--- config.mk ---
export PLATFORM = sky130hd
export DESIGN_NAME = exec_abs_add_branch_unit
export DESIGN_NICKNAME = d
export VERILOG_FILES = /design/src/rtl/exec_abs_add_branch_unit.sv
export SDC_FILE = /design/constraint.sdc
export NUM_CORES = 1
export LEC_CHECK = 0
export ABC_AREA = 1
export BUFFER_PORTS_ARGS = -buffer_cell sky130_fd_sc_hd__buf_2
export CORE_UTILIZATION = 30
export CTS_BUF_LIST = sky130_fd_sc_hd__clkbuf_8 sky130_fd_sc_hd__clkbuf_16
export DETAILED_ROUTE_END_ITERATION = 16
export GPL_TIMING_DRIVEN = 0
export PLACE_DENSITY_LB_ADDON = 0.15
export SLEW_MARGIN = 20
export SYNTH_ARGS = -nofsm -noshare
export SYNTH_HDL_FRONTEND = slang
export SYNTH_SLANG_ARGS = --single-unit
--- constraint.sdc ---
create_clock -name clk -period 6.7 [get_ports clk]
set_input_delay 2.01 -clock clk [delete_from_list [all_inputs] [get_ports clk]]
set_output_delay 2.01 -clock clk [all_outputs]
set_load 0.02 [all_outputs]
--- src/rtl/exec_abs_add_branch_unit.sv ---
// Execute slice: ADD/SUB/ABS/CMP ALU with 1-cycle registered result, CZSV flag register,
// combinational J/JA branch resolution. Define EXEC_CARRY_OPS_EN to enable ADC/SBC.
`timescale 1ns/1ps
module exec_abs_add_branch_unit #(
  parameter int W_OPR = 32,
  parameter int ADDR  = 32,
  parameter int W_OPC = 7,
  parameter int W_RD  = 5
) (
  input  logic             clk,
  input  logic             reset,
  input  logic             v_i,
  input  logic             stall_i,
  input  logic [ADDR-1:0]  pc_i,
  input  logic [W_OPC-1:0] opecode_i,
  input  logic [W_OPR-1:0] opr0_i,
  input  logic [W_OPR-1:0] opr1_i,
  input  logic             wb_i,
  input  logic [W_RD-1:0]  wb_r_i,
  output logic             v_o,
  output logic [W_OPR-1:0] result_o,
  output logic             wb_o,
  output logic [W_RD-1:0]  wb_r_o,
  output logic [3:0]       flags_o,
  output logic             branch_o,
  output logic [ADDR-1:0]  branch_addr_o
);
  localparam logic [W_OPC-1:0] OP_ADD = W_OPC'(7'b0000000);
  localparam logic [W_OPC-1:0] OP_SUB = W_OPC'(7'b0000001);
  localparam logic [W_OPC-1:0] OP_CMP = W_OPC'(7'b0000100);
  localparam logic [W_OPC-1:0] OP_ABS = W_OPC'(7'b0000101);
`ifdef EXEC_CARRY_OPS_EN
  localparam logic [W_OPC-1:0] OP_ADC = W_OPC'(7'b0000110);
  localparam logic [W_OPC-1:0] OP_SBC = W_OPC'(7'b0000111);
`endif
  localparam logic [W_OPC-1:0] OP_J   = W_OPC'(7'b0011100);
  localparam logic [W_OPC-1:0] OP_JA  = W_OPC'(7'b0011101);

  typedef struct packed {
    logic             v;
    logic [W_OPR-1:0] result;
    logic             wb;
    logic [W_RD-1:0]  wb_r;
  } ex_rsp_t;

  ex_rsp_t        rsp_q;
  logic [3:0]     flags_q;   // {C,Z,S,V}
  logic [W_OPR:0] sub_ext;
  logic [W_OPR-1:0] result;
  logic [3:0]     cmp_flags;
  logic           is_j, is_ja, cond, f_c, f_z, f_s, f_v, slt;

  assign {f_c, f_z, f_s, f_v} = flags_q;
  assign slt = f_s ^ f_v;

  always_comb begin
    // extra msb of the widened subtract is the borrow
    sub_ext   = {1'b0, opr0_i} - {1'b0, opr1_i};
    cmp_flags = {sub_ext[W_OPR], opr0_i == opr1_i, sub_ext[W_OPR-1],
                 (opr0_i[W_OPR-1] ^ opr1_i[W_OPR-1]) & (opr0_i[W_OPR-1] ^ sub_ext[W_OPR-1])};
    result = '0;
    case (opecode_i)
      OP_ADD:         result = opr0_i + opr1_i;
      OP_SUB, OP_CMP: result = sub_ext[W_OPR-1:0];
      OP_ABS:         result = opr0_i[W_OPR-1] ? ('0 - opr0_i) : opr0_i;
`ifdef EXEC_CARRY_OPS_EN
      OP_ADC:         result = opr0_i + opr1_i + W_OPR'(f_c);
      OP_SBC:         result = opr0_i - opr1_i - W_OPR'(f_c);
`endif
      default:        result = '0;
    endcase
  end

  always_comb begin
    is_j  = (opecode_i == OP_J);
    is_ja = (opecode_i == OP_JA);
    case (opr1_i[3:0])
      4'd0:    cond = 1'b1;
      4'd1:    cond = f_z;
      4'd2:    cond = ~f_z;
      4'd3:    cond = slt;
      4'd4:    cond = ~slt;
      4'd5:    cond = f_c;
      4'd6:    cond = ~f_c;
      4'd7:    cond = ~f_z & ~slt;
      4'd8:    cond = f_z | slt;
      default: cond = 1'b0;
    endcase
    branch_o      = v_i & (is_j | is_ja) & cond;
    branch_addr_o = '0;
    if (is_j)       branch_addr_o = pc_i + ADDR'(opr0_i);
    else if (is_ja) branch_addr_o = ADDR'(opr0_i);
  end

  always_ff @(posedge clk or negedge reset) begin
    if (!reset)                                          flags_q <= '0;
    else if (v_i && !stall_i && opecode_i == OP_CMP)     flags_q <= cmp_flags;
  end

  always_ff @(posedge clk or negedge reset) begin
    if (!reset) rsp_q <= '0;
    else if (!stall_i) begin
      rsp_q.v      <= v_i;
      rsp_q.result <= result;
      rsp_q.wb     <= wb_i & v_i;
      rsp_q.wb_r   <= wb_r_i;
    end
  end

  assign v_o      = rsp_q.v;
  assign result_o = rsp_q.result;
  assign wb_o     = rsp_q.wb;
  assign wb_r_o   = rsp_q.wb_r;
  assign flags_o  = flags_q;
endmodule

# Word level (Yosys, flattened, before mapping)
# Index checks and enable logic that the tools add are counted.
# totals
ff_bits	43
out_inout_bits	76
word_cells	47
# classes
add_sub_neg	4
n_eq_ne	14
mux	5
bitwise_logic	13
reduce_logical	6
# ops
cell	count
2-to-1 mux 32 bit	3
one-hot mux 32 bit (3 select lines)	1
adder 32 bit	2
subtractor 32 x 32 -> 33 bit	1
== test 32 bit	1
subtractor 1 x 32 -> 32 bit, first input constant	1
== test 4 x 3 -> 1 bit, second input constant	4
== test 7 x 3 -> 1 bit, second input constant	2
== test 7 x 5 -> 1 bit, second input constant	2
one-hot mux 1 bit (9 select lines)	1
== test 4 x 2 -> 1 bit, second input constant	2
== test 7 x 1 -> 1 bit, second input constant	1
zero test 7 bit	1
AND 1 bit	5
== test 4 x 1 -> 1 bit, second input constant	1
== test 4 bit, second input constant	1
zero test 4 bit	1
inverter 1 bit	3
bitwise XOR 1 bit	3
logical AND 1 bit	2
OR 1 bit	2
OR reduction 2 bit	1
zero test 1 bit	1

# Longest topological paths before layout
# depth
word_depth	5
depth_mapped	19
ltp_nobuf	18

# Worst setup path after synthesis
# OpenSTA, ideal clock, no wires.
# synth_path
path_kind	input to output
from	input pc_i[0]
to	output branch_addr_o[30]
arrival_time_ns	3.858
setup_slack_ns	0.832
cell_stages	14
n_path_buf	0
path_cell_list	ha_1 inv_1 fa_1 inv_1 nand3_1 nand2_1 nand2_1 nand2_1 nand3_1 nand2_1 nand4_1 nand3_1 nand2_1 o21ai_0
# synth_between
elab_chain_len	2
# synth_lines
item	line	source
start: declaration	14	input logic [ADDR-1:0] pc_i,
adder 32 bit	91	if (is_j) branch_addr_o = pc_i + ADDR'(opr0_i);
2-to-1 mux 32 bit	91	
end: declaration	26	output logic [ADDR-1:0] branch_addr_o
# No other way between the ends.

# Worst setup path after layout
# layout_path
from	input opr0_i[1]
to	output branch_addr_o[30]
# layout_between
elab_chain_len	2
# layout_lines
item	line	source
start: declaration	16	input logic [W_OPR-1:0] opr0_i,
adder 32 bit	91	
2-to-1 mux 32 bit	91	
# No other way between the ends.

==> flow_summary.html <==
<table>
<tr><th>Metric</th><th>Value</th></tr>
<tr><th colspan="2">Synthesis</th></tr>
<tr><td>Avg Inst Size Synth</td><td>5.260 um^2</td></tr>
<tr><td>Yosys warning total</td><td>0</td></tr>
<tr><td>Post-synth top flop</td><td>dfrtp_1</td></tr>
<tr><td>Top post-synthesis cells by area</td><td>nand2_1 (25%), inv_1 (12%), ha_1 (11%), dfrtp_1 (10%), nand3_1 (9.4%)</td></tr>
<tr><td>Count of unique library cells instantiated by Yosys</td><td>50</td></tr>
<tr><td>Largest family of logic cells by synthesized area</td><td>simple AND/OR/NAND/NOR gates</td></tr>
<tr><td>Sequential fraction of the synthesis area</td><td>10.32%</td></tr>
<tr><td>Syn Nets</td><td>2193</td></tr>
<tr><td>Area fraction in and, or, nand and nor cells after synthesis</td><td>47.61%</td></tr>
<tr><td>Xor and xnor fraction of the mapped netlist area</td><td>0.6720%</td></tr>
<tr><td>Biggest area consumer among synthesized cells</td><td>nand2_1</td></tr>
<tr><td>Number of synthesized register bits</td><td>43</td></tr>
<tr><td>Netlist Area Pre-Place</td><td>0.01043 mm^2</td></tr>
<tr><td>Fraction of the mapped netlist area in compound gates</td><td>13.99%</td></tr>
<tr><td>Fraction of synthesis flops using an asynchronous set or reset pin</td><td>100.0%</td></tr>
<tr><td>Number of synthesized flops with an enable pin</td><td>0</td></tr>
<tr><td>Adder-Cell Fraction of Synth Area</td><td>11.98%</td></tr>
<tr><td>Multiplexer area fraction after synthesis</td><td>0%</td></tr>
<tr><td>Syn Inst Count</td><td>1982</td></tr>
<tr><td>Share of Yosys cell area claimed by the top area cell type</td><td>25.42%</td></tr>
<tr><th colspan="2">Clock tree</th></tr>
<tr><td>Total setup buffers inserted after CTS</td><td>0</td></tr>
<tr><td>Worst-Skew Late Latency</td><td>0.28 ns</td></tr>
<tr><td>Num Clock Sinks</td><td>43</td></tr>
<tr><td>Quantity of hold-fixing buffers added after cts</td><td>0</td></tr>
<tr><td>CTS tree</td><td>yes</td></tr>
<tr><td>Buffer cell driving the clock tree root</td><td>clkbuf_16</td></tr>
<tr><td>Clock transition at the register clock pins on the worst setup and hold paths after CTS</td><td>0.06 ns</td></tr>
<tr><td>Clock buffer count from CTS</td><td>5</td></tr>
<tr><td>Resized cells post-CTS</td><td>0</td></tr>
<tr><td>Maximum buffer depth of the clock tree</td><td>2</td></tr>
<tr><td>Number of H-tree levels</td><td>2</td></tr>
<tr><th colspan="2">Floorplanning</th></tr>
<tr><td>Vertical die dimension</td><td>188.4 um</td></tr>
<tr><td>DIE AREA</td><td>0.03550 mm^2</td></tr>
<tr><td>Die Wd</td><td>188.4 um</td></tr>
<tr><td>Effective utilization at floorplan</td><td>30.79%</td></tr>
<tr><td>Placeable Area</td><td>0.03387 mm^2</td></tr>
<tr><td>Count of boundary I/O pins</td><td>189</td></tr>
<tr><td>Std cell rows</td><td>67</td></tr>
<tr><th colspan="2">Layout</th></tr>
<tr><td>Register Area</td><td>0.001076 mm^2</td></tr>
<tr><td>Proportion of layout cells with a drive suffix above 1</td><td>13.14%</td></tr>
<tr><td>Final nets</td><td>2387</td></tr>
<tr><td>Antenna diode count</td><td>0</td></tr>
<tr><td>Relative area change from synthesis to final layout</td><td>15.85%</td></tr>
<tr><td># fillers</td><td>4080</td></tr>
<tr><td>Area used by multi-input combinational logic</td><td>0.007741 mm^2</td></tr>
<tr><th colspan="2">Placement</th></tr>
<tr><td>PortBufs</td><td>187</td></tr>
<tr><td>Estimated wirelength of the detail-placed design</td><td>41780 um</td></tr>
<tr><td>Weighted congestion reported at the end of routability-driven placement</td><td>0.9718</td></tr>
<tr><td>Minimum setup slack after placement</td><td>0.4329 ns</td></tr>
<tr><th colspan="2">Setup path</th></tr>
<tr><td>Family with the most delay on the worst path</td><td>simple AND/OR/NAND/NOR gates</td></tr>
<tr><td>Library cell contributing the largest single delay on the critical path</td><td>fa_1</td></tr>
<tr><td>CP dominant cell by count</td><td>nand2_1</td></tr>
<tr><td>Setup slack of the most critical reg-to-reg path</td><td>5.95 ns</td></tr>
<tr><td>Worst reg2reg path endpoint</td><td>flags_o[2]</td></tr>
<tr><td>Cells on worst reg2reg path</td><td>2</td></tr>
<tr><td>Data required time at the worst endpoint</td><td>4.69 ns</td></tr>
<tr><td>Maximum fanout count along the critical path</td><td>6</td></tr>
<tr><td>Nature of the critical path startpoint</td><td>primary input</td></tr>
<tr><td>Arrival time at the worst endpoint</td><td>4.25 ns</td></tr>
<tr><td>Critical path origin</td><td>opr0_i[1]</td></tr>
<tr><td>Buffering stage count on the worst path with inverters included</td><td>4</td></tr>
<tr><td>Start of the worst register-to-register path</td><td>flags_o[2]</td></tr>
<tr><td>Kind of critical path</td><td>in -&gt; out</td></tr>
<tr><td>Category of the worst setup path capture point</td><td>output port</td></tr>
<tr><td>Crit path largest cell delay</td><td>0.46 ns</td></tr>
<tr><td>Crit-path cells</td><td>buf_2 -&gt; inv_1 -&gt; fa_1 -&gt; inv_1 -&gt; nand3_1 -&gt; nand2_1 -&gt; nand2_1 -&gt; nand2_1 -&gt; nand3_1 -&gt; nand2_1 -&gt; nand4_1 -&gt; nand3_1 -&gt; nand2_1 -&gt; o21ai_0 -&gt; buf_2</td></tr>
<tr><th colspan="2">Power and ir drop</th></tr>
<tr><td>Internal power of the cells</td><td>661.4 uW</td></tr>
<tr><td>Part of the power in combinational logic</td><td>60.2%</td></tr>
<tr><td>Sw Pwr</td><td>656.2 uW</td></tr>
<tr><td>Switching part of the total</td><td>49.80%</td></tr>
<tr><td>Peak supply drop</td><td>169.3 uV</td></tr>
<tr><td>Share of total power in the clock network</td><td>19.0%</td></tr>
<tr><td>Pwr dens</td><td>109.1 mW/mm^2</td></tr>
<tr><td>Sequential fraction of design power</td><td>20.8%</td></tr>
<tr><td>Leakage</td><td>7.058 nW</td></tr>
<tr><th colspan="2">Routing</th></tr>
<tr><td>Post-DRT Antenna Nets</td><td>0</td></tr>
<tr><td>Total via count after detailed routing</td><td>13250</td></tr>
<tr><td>Drc violations</td><td>0</td></tr>
<tr><td>Starting DRT DRC Count</td><td>998</td></tr>
<tr><td>Number of search-and-repair iterations in the first detailed-routing pass</td><td>7</td></tr>
<tr><td>Final wirelength</td><td>48280 um</td></tr>
<tr><td>Post-DR vias/cell</td><td>5.048</td></tr>
<tr><td>Routed wire length per instance</td><td>18.39 um</td></tr>
<tr><th colspan="2">Min path</th></tr>
<tr><td>Launch point of the worst hold path</td><td>wb_r_o[2]</td></tr>
<tr><td>Classification of the worst-slack hold path</td><td>reg -&gt; reg</td></tr>
<tr><td>Terminating pin of the worst hold path</td><td>wb_r_o[2]</td></tr>
<tr><td>Hold Path Depth</td><td>2</td></tr>
<tr><th colspan="2">Run</th></tr>
<tr><td>Max Cap Viol</td><td>0</td></tr>
<tr><th colspan="2">Timing</th></tr>
<tr><td>Max Slew Vio Count</td><td>0</td></tr>
<tr><td>Final setup margin</td><td>0.4407 ns</td></tr>
<tr><td>Final sum of negative setup slack</td><td>0 ns</td></tr>
<tr><td>Final hold violations</td><td>0</td></tr>
<tr><td>Finish-stage setup viols</td><td>0</td></tr>
<tr><td>Fraction of the cycle the final worst path needs</td><td>93.42%</td></tr>
<tr><td>Tightest slew margin relative to the limit</td><td>36.59%</td></tr>
<tr><td>Minimum clock period after layout</td><td>6.259 ns</td></tr>
<tr><td>Final clock skew</td><td>0 ns</td></tr>
<tr><td>Setup repair after global routing missed its margin</td><td>no</td></tr>
<tr><td>Max frequency</td><td>0.1598 GHz</td></tr>
<tr><td>Pin slew with the least headroom to its limit</td><td>0.9512 ns</td></tr>
<tr><th colspan="2">GRT</th></tr>
<tr><td>Residual overflow from global routing</td><td>0</td></tr>
<tr><td>Wire length of the first global-routing pass</td><td>72780 um</td></tr>
<tr><td>Vias in the first global route</td><td>12410</td></tr>
<tr><td>Pin count of the biggest net entering global routing</td><td>44</td></tr>
<tr><td>Total routing usage reported by global routing</td><td>26.83%</td></tr>
<tr><td>Number of antenna violations at the first check in global routing</td><td>1</td></tr>
<tr><th colspan="2">Outcome</th></tr>
<tr><td>Result of the run</td><td>finished clean</td></tr>
</table>
-- worst max-delay path by stage --
stage                                    to  slack, ns  cells past startpoint
final                     branch_addr_o[30]       0.44                     15
after global routing      branch_addr_o[30]       0.09                     15
after CTS                 branch_addr_o[30]       0.43                     15
after detailed placement  branch_addr_o[30]       0.43                     15
after global placement    branch_addr_o[30]       0.41                     15
after floorplan           branch_addr_o[30]       0.83                     14
-- power by group through the flow --
| stage | registers (mW) | logic (mW) | clock network, mW |
|---|---|---|---|
| floorplan | 0.289 | 0.500 | 0 |
| finish | 0.274 | 0.794 | 0.250 |
| global placement | 0.278 | 0.778 | 0 |
| detailed placement | 0.279 | 0.782 | 0 |
| global route | 0.275 | 0.890 | 0.265 |
| CTS | 0.274 | 0.786 | 0.257 |
-- cells by family (layout without fill, tap and decap cells) --
group                    after synthesis  count (layout)
AND/OR/NAND/NOR                     1178            1178
adder cells (fa/ha/maj)               98              98
XOR/XNOR                               8               8
buffers and inverters                395             590
flip-flops                            43              43
AO/OA/AOI/OAI                        260             260
-- stage by stage --
stage	hold WS [ns]	cell area, um^2	utilization [%]	cells	power (mW)
finish	0.4723	12080	35.67	2625	1.318
global route	0.4993	12080	35.67	2625	1.430
CTS	0.4770	12080	35.67	2625	1.317
detailed placement	0.4609	11920	35.20	2617	1.061
global placement	0.4566	11920	35.20	2617	1.057
floorplan	0.5837	10430	-	1982	0.7893
-- per-layer routing --
metal  track usage (%)  part of all wire [%]  vias to the layer above
met3             4.731                   8.1                       51
met1             36.49                    46                     6043
li1                  -                     -                     6676
met2             44.02                    44                      478
met4             5.738                   1.9                        2
met5                 0                 0.035                        -
-- synthesized netlist by cell type, drive strengths merged (2+ instances only) --
master,number
a21o,5
o21bai,11
dfrtp,43
o31ai,2
buf,38
o221ai,3
fa,3
and2,3
a31oi,4
nand3,200
nor4,7
ha,95
clkbuf,12
a21oi,116
clkinv,2
o21a,7
xor2,6
o21ai,90
nand4,28
nor2,182
inv,343
nor3,34
and3,2
xnor2,2
o211ai,6
nand2,720
nand3b,2
o311ai,2
o22ai,11
-- worst register-to-register path, stage by stage, from the launching register on --
cell and delay, ns:
dfrtp_1 0.47, nand2_1 0.10, o21ai_0 0.07
-- sequential cells by signal, indices dropped and copies added, names as in the netlist --
| register | cells |
|---|---|
| wb_o | 1 |
| result_o | 32 |
| v_o | 1 |
| wb_r_o | 5 |
| flags_o | 4 |
-- final cells by class --
class / count / share of cell area [%]
Clock inverter: 1 / 0.03108
Timing Repair Buffer: 187 / 7.748
Clock buffer: 7 / 1.264
Inverter: 345 / 10.72
Tap cell: 448 / 4.641
Multi-Input combinational cell: 1544 / 64.09
Sequential cell: 43 / 8.908
Buffer: 50 / 2.600
-- cell usage in the layout, fill, tap and decap left out, types with 6 or more instances in the layout --
master    instances
o22ai_1          11
nor3_1           28
buf_6             6
inv_1           334
buf_2           205
o21ai_0          89
nand2_1         706
inv_2            10
buf_4            11
dfrtp_1          43
nand3_1         196
o21bai_1         10
nor2_2           12
nand4_1          28
nand2_2          14
clkbuf_1          9
xor2_1            6
o211ai_1          6
ha_1             95
o21a_1            7
nor2_1          169
a21oi_1         112
nor4_1            6
Note: power is estimated with default switching activity, not from simulation.
